`src/rtl/rd_ptr_empty.sv`:
```
// rd_ptr_empty
// Read-domain pointer and empty-flag generator for an asynchronous FIFO.
// The Gray write pointer is brought into the read domain through a two-flop
// synchronizer. The read pointer advances on accepted reads. Empty,
// almost-empty and level are produced as registered status.
//
// Ports
//   i_RD_clk        read-domain clock
//   i_RD_rst_n      asynchronous active-low reset
//   i_RD_En         read request from the consumer
//   i_WR_Ptr        Gray write pointer from the write domain (unsynchronized)
//   o_RD_Addr       memory address of the current head entry
//   o_RD_Ptr        registered Gray read pointer, sent to the write domain
//   o_Empty         registered empty flag
//   o_Almost_Empty  registered flag, high when the level is at or below AE_LEVEL
//   o_RD_Level      registered occupancy seen from the read domain
//   o_RD_Ack        one-cycle pulse for each accepted read
module rd_ptr_empty #(
    parameter int WIDTH    = 8,
    parameter int AE_LEVEL = 4
) (
    input  logic             i_RD_clk,
    input  logic             i_RD_rst_n,
    input  logic             i_RD_En,
    input  logic [WIDTH:0]   i_WR_Ptr,
    output logic [WIDTH-1:0] o_RD_Addr,
    output logic [WIDTH:0]   o_RD_Ptr,
    output logic             o_Empty,
    output logic             o_Almost_Empty,
    output logic [WIDTH:0]   o_RD_Level,
    output logic             o_RD_Ack
);

    localparam logic [WIDTH:0] AE_THR = AE_LEVEL[WIDTH:0];

    logic [WIDTH:0] r_WR_s1;
    logic [WIDTH:0] r_WR_s2;
    logic [WIDTH:0] r_Bin;

    logic           w_Fire;
    logic [WIDTH:0] w_Bin_Next;
    logic [WIDTH:0] w_Gray_Next;
    logic [WIDTH:0] w_WR_Bin;
    logic [WIDTH:0] w_Level_Next;

    // Reads while empty are dropped here, so the pointer can never pass the
    // synchronized write pointer.
    assign w_Fire      = i_RD_En & ~o_Empty;
    assign w_Bin_Next  = r_Bin + {{WIDTH{1'b0}}, w_Fire};
    assign w_Gray_Next = (w_Bin_Next >> 1) ^ w_Bin_Next;

    // Gray to binary: each binary bit is the XOR of all Gray bits at or above it.
    always_comb begin
        w_WR_Bin = '0;
        for (int i = 0; i <= WIDTH; i++) begin
            w_WR_Bin[i] = ^(r_WR_s2 >> i);
        end
    end

    // The synchronized write pointer lags the true one, so the level can only
    // under-report what is stored.
    assign w_Level_Next = w_WR_Bin - w_Bin_Next;

    assign o_RD_Addr = r_Bin[WIDTH-1:0];

    always_ff @(posedge i_RD_clk or negedge i_RD_rst_n) begin
        if (!i_RD_rst_n) begin
            r_WR_s1 <= '0;
            r_WR_s2 <= '0;
        end else begin
            r_WR_s1 <= i_WR_Ptr;
            r_WR_s2 <= r_WR_s1;
        end
    end

    always_ff @(posedge i_RD_clk or negedge i_RD_rst_n) begin
        if (!i_RD_rst_n) begin
            r_Bin          <= '0;
            o_RD_Ptr       <= '0;
            o_Empty        <= 1'b1;
            o_Almost_Empty <= 1'b1;
            o_RD_Level     <= '0;
            o_RD_Ack       <= 1'b0;
        end else begin
            r_Bin          <= w_Bin_Next;
            o_RD_Ptr       <= w_Gray_Next;
            o_Empty        <= (w_Gray_Next == r_WR_s2);
            o_Almost_Empty <= (w_Level_Next <= AE_THR);
            o_RD_Level     <= w_Level_Next;
            o_RD_Ack       <= w_Fire;
        end
    end

endmodule

```
`config.mk`:
```
export PLATFORM = sky130hd
export DESIGN_NAME = rd_ptr_empty
export DESIGN_NICKNAME = d
export VERILOG_FILES = /design/src/rtl/rd_ptr_empty.sv
export SDC_FILE = /design/constraint.sdc
export NUM_CORES = 1
export LEC_CHECK = 0
export BUFFER_PORTS_ARGS = -buffer_cell sky130_fd_sc_hd__buf_2
export CAP_MARGIN = 20
export CORE_MARGIN = 2
export CORE_UTILIZATION = 35
export CTS_BUF_LIST = sky130_fd_sc_hd__clkbuf_4 sky130_fd_sc_hd__clkbuf_8
export DETAILED_ROUTE_END_ITERATION = 10
export PLACE_DENSITY = 0.56
export REMOVE_ABC_BUFFERS = 1
export SYNTH_ARGS = -nofsm -noshare
export SYNTH_HDL_FRONTEND = slang
export SYNTH_SLANG_ARGS = --single-unit
```
`constraint.sdc`:
```
create_clock -name i_RD_clk -period 6.2 [get_ports i_RD_clk]
set_clock_uncertainty 0.1 [all_clocks]
set_input_delay 0.31 -clock i_RD_clk [delete_from_list [all_inputs] [get_ports i_RD_clk]]
set_output_delay 0.31 -clock i_RD_clk [all_outputs]
set_load 0.01 [all_outputs]
```
* Yosys cells after proc, flatten, opt, wreduce, memory -nomap -nowiden
Cells that the tools add are included.
** Word-level totals
- Word-level logic and storage cells :: 24
- Input port bits :: 12
- Flip-flop bits (word level) :: 48
** Operators by class
- Bitwise operators :: 3
- Equality and inequality tests :: 1
- Reductions and logical operators :: 9
- Add/sub/neg operators :: 2
- Magnitude comparators :: 1
** Operator list (number)
- $reduce_xor A9 Y1 :: 9
- $add A9 B1 Y9 :: 1
- $eq A9 B9 Y1 :: 1
- $le A9 B3 Y1 const B :: 1
- $sub A9 B9 Y9 :: 1
- $xor A8 B9 Y9 :: 1
- $and A1 B1 Y1 :: 1
- $not A1 Y1 :: 1

* Depth between registers and ports, before layout
- Depth in word-level cells :: 5
- Gate-level depth with buffers :: 14
- Mapped depth without buffers :: 13

* Worst setup path before layout
OpenSTA, ideal clock, no wires.
- Kind :: reg-to-reg
- From :: reg r_WR_s2[8]
- To :: reg o_Almost_Empty
- Setup time :: 90 ps
- Setup slack :: 2356 ps
- Path buffers :: 0
- Data required time :: 6010 ps
- Arrival :: 3654 ps
- Clock period less this slack :: 3844 ps
- Cell stages (with the launch flop) :: 14
- Path through :: dfrtp_1 xor3_4 xnor3_2 xnor2_1 inv_1 ha_1 nor2b_1 o21ai_0 a2111oi_0 o31ai_1 a21oi_1 xor2_1 a2111o_1 nor4_2
** On the way
- Longest elaborated chain between the ends :: 3
** RTL lines
- start, declared :: line 37 : logic [WIDTH:0] r_WR_s2;
- start signal, assigned :: line 72 : r_WR_s2 <= r_WR_s1;
- $reduce_xor A9 Y1 :: line 56 : w_WR_Bin[i] = ^(r_WR_s2 >> i);
- $sub A9 B9 Y9 * :: line 62 : assign w_Level_Next = w_WR_Bin - w_Bin_Next;
- named net w_Level_Next[7] :: line 44 : logic [WIDTH:0] w_Level_Next;
- $le A9 B3 Y1 * :: line 88 : o_Almost_Empty <= (w_Level_Next <= AE_THR);
- end signal, assigned :: line 88
- end, declared :: line 29 : output logic o_Almost_Empty,
Mark *: on every way through the listed nets, which the timed path passes. The rest lies on a longest branch.

* Worst setup path after layout
Same ends and word-level chain as after synthesis.

==> metrics.md <==
| Metric | Value |
|---|---|
| Slowest-stage cell, CP | `a2111oi_0` |
| Post-Syn Area | `0.002142 mm2` |
| Peak supply drop | `0.0001947 V` |
| Yosys reg bits | `47` |
| R2R setup slack | `2020 ps` |
| Critical setup path kind | `reg2reg` |
| CTS H-Tree Depth | `2` |
| Share of layout cells above drive strength 1 | `0.2624` |
| Clk_lat worst skew | `290 ps` |
| Post-synthesis cell count | `167` |
| Total number of vias | `1370` |
| Chip Height | `82.23 um` |
| Slew Limit Fails | `0` |
| Synth warnings | `0` |
| First drt pass iteration count | `4` |
| Final Critical Period | `4178 ps` |
| Setup violations, final | `0` |
| CP Capture Type | `flip-flop` |
| Synthesized area per cell | `12.83 um2` |
| DRC | `0` |
| Core Footprint | `0.005921 mm2` |
| Gr usage total | `0.1326` |
| CTS tree | `yes` |
| Initial Utilization | `0.3618` |
| Initial antenna violation count | `0` |
| Power density over the cells | `523.8 mW/mm2` |
| Synth cell types | `37` |
| Register area share after synthesis | `0.5502` |
| Reg area | `0.001179 mm2` |
| Die width | `82.23 um` |
| Vias per cell | `4.628` |
| Filler Cells Inserted | `559` |
| Utilization after layout | `0.4404` |
| 1st-iter DRT viols | `107` |
| Detail Route Antenna Nets | `0` |
| Clk root buf | `clkbuf_8` |
| Final period util | `0.6739` |
| Final hold viol count | `0` |
| Die ar. | `0.006762 mm2` |
| Global-route wire length before repair | `6603 um` |
| Non-Filler Instances | `296` |
| Num rows | `28` |
| Reg2Reg Depth | `13` |
| GR Overflow Total | `0` |
| Nets | `241` |
| Min-delay src | `i_WR_Ptr[6]` |
| Worst R2R End | `o_Almost_Empty` |
| CTS clk-pin slew, worst paths | `80 ps` |
| CTS resizes | `0` |
| Largest net degree at the start of global routing | `48` |
| Ant diodes | `0` |
| Leakage | `1.255 nW` |
| Status | `completed` |
| Max incr delay on CP | `630 ps` |
| Worst setup SP type | `flip-flop` |
| Total CTS buffers | `5` |
| Area of the multi-input gates | `907.1 um2` |
| Vias in the first global route | `1321` |
| Worst rel slew slack | `0.4326` |
| CP Data Required Time | `6310 ps` |
| Hold Crit Endpoint | `r_WR_s1[6]` |
| CTS max path bufs | `2` |
| Critical R2R Launch | `r_WR_s2[8]` |
| Worst min-delay path class | `in2reg` |
| Area grow syn2layout | `21.73%` |
| Peak Freq | `239.3 MHz` |
| Top Ports | `41` |
| Routability cong. | `0.9067` |
| Post-detailed-routing wire length | `3917 um` |
| Crit path cell chain | `xor3_4, xnor3_2, xnor2_1, inv_1, ha_1, nor2b_1, o21ai_0, a2111oi_0, o31ai_1, a21oi_1, xor2_1, a2111o_1, nor4_2` |
| WP data arrival | `4290 ps` |
| Maxcap violations | `0` |
| RSZ-0062 raised after global routing | `false` |
| PortBufs | `40` |
| Hold slack | `16.86 ps` |
| Routed length per instance | `13.23 um` |
| Hold path depth | `1` |
| Setup TNS | `0 ps` |
| Placed Instances | `281` |
| DP Wirelength | `2940 um` |
| Clk sinks | `47` |
| Tightest Pin Transition | `845.0 ps` |
| Critical path fanouts, max | `8` |
[synth_stat cells]
cell type / count / area share
o21ai_2: 1 / 0.0041
dfstp_2: 2 / 0.025
o21ai_0: 2 / 0.0047
nand3_1: 7 / 0.016
o211ai_1: 1 / 0.0035
xor3_4: 1 / 0.013
o21bai_1: 1 / 0.0035
xor3_1: 1 / 0.011
clkbuf_1: 1 / 0.0018
xnor2_1: 22 / 0.090
nor2b_1: 2 / 0.0058
a2111oi_0: 2 / 0.0082
ha_1: 8 / 0.047
a221oi_2: 1 / 0.0070
a31o_2: 1 / 0.0041
o31ai_1: 2 / 0.0070
xnor3_2: 1 / 0.011
maj3_1: 1 / 0.0047
inv_1: 13 / 0.023
a211oi_1: 1 / 0.0035
a22oi_1: 1 / 0.0035
fa_1: 1 / 0.0093
or3_1: 1 / 0.0029
a21oi_1: 4 / 0.0093
nor3_1: 2 / 0.0047
nor4_2: 1 / 0.0058
xor2_1: 18 / 0.074
dfrtp_1: 45 / 0.53
nor2_1: 7 / 0.012
xnor2_2: 1 / 0.0076
a2111o_1: 1 / 0.0053
clkinv_1: 1 / 0.0018
nand4_1: 1 / 0.0029
nand2_1: 8 / 0.014
xnor3_1: 2 / 0.021
and3_1: 1 / 0.0029
o221ai_1: 1 / 0.0041
[critical path: cells and delay by family (launching register included)]
kind / cells / cell delay [ps]
AO/OA/AOI/OAI: 5 / 1470
XOR/XNOR: 4 / 1500
adder cells (fa/ha/maj): 1 / 280
buffers and inverters: 1 / 90
flip-flops: 1 / 410
AND/OR/NAND/NOR: 2 / 250
[kinds of logic after synthesis]
| group | count (synthesis) | share of synthesized area |
|---|---|---|
| DFF | 47 | 0.5502 |
| xor gates and xnor gates | 46 | 0.2272 |
| and+or+nand+nor | 30 | 0.06776 |
| AOI/OAI and AO/OA | 19 | 0.06776 |
| buffers and inverters | 15 | 0.02628 |
| adders and majority gates | 10 | 0.06075 |
[placed cells by master (no fill, tap or decap), types with 2 or more instances in the layout]
master,synthesis,layout
dlygate4sd3_1,0,6
xnor2_1,22,22
xor2_1,18,18
a21oi_1,4,4
o21ai_0,2,2
ha_1,8,8
buf_2,0,40
a2111oi_0,2,2
nand2_1,8,8
xnor3_1,2,2
nand3_1,7,7
nor2b_1,2,2
dfstp_2,2,2
nor2_1,7,7
inv_1,13,13
dfrtp_1,45,45
clkbuf_8,0,6
o31ai_1,2,2
nor3_1,2,2
[state kept, by name (all words and copies together), names as in the netlist]
name            cells
o_Empty             1
r_WR_s2             9
o_RD_Ack            1
r_Bin               8
o_RD_Level          9
o_RD_Ptr            9
o_Almost_Empty      1
r_WR_s1             9
[layer usage]
| layer | part of all wire | track usage | up-vias | routed length, um |
|---|---|---|---|---|
| li1 | - | - | 659 | - |
| met1 | 0.44 | 0.1679 | 658 | 1719 |
| met2 | 0.48 | 0.2056 | 43 | 1889 |
| met3 | 0.049 | 0.03696 | 10 | 193 |
| met4 | 0.029 | 0.07000 | 0 | 115 |
| met5 | 0 | 0 | - | 0 |
[metrics by stage]
step                power (W)  instance area, um2  worst slack, ps
floorplan           0.0009764                2138             2356
global placement     0.001176                2432             2150
detailed placement   0.001184                2432             2039
finish               0.001366                2608             2022
CTS                  0.001381                2547             2016
global route         0.001484                2608             1727
[where the power goes]
part           internal, W  switching [W]
Clock            0.0000944      0.0000959
Combinational     0.000318       0.000424
Sequential        0.000396      0.0000379
Total             0.000808       0.000558
[final cells by class]
class                           count  area share
Clock inverter                      1    0.001919
Tap cell                           75     0.03599
Clock buffer                        7     0.03455
Timing Repair Buffer               47      0.1075
Inverter                           14     0.02015
Sequential cell                    47      0.4520
Multi-Input combinational cell    105      0.3479
[how the worst max path moves through the flow]
stage	depth (start not counted)	start	end	slack (ps)
after floorplan	13	r_WR_s2[8]	o_Almost_Empty	2360
after global placement	13	r_WR_s2[8]	o_Almost_Empty	2150
after detailed placement	13	r_WR_s2[8]	o_Almost_Empty	2040
after CTS	13	r_WR_s2[8]	o_Almost_Empty	2020
after global routing	13	r_WR_s2[8]	o_Almost_Empty	1730
final	13	r_WR_s2[8]	o_Almost_Empty	2020
[timing repair]
item / CTS / global route
hold endpoints to repair: 2 / 24
hold buffers: 2 / 4
buffers inserted: 0 / 0
Power figures use the tool's default switching activity.
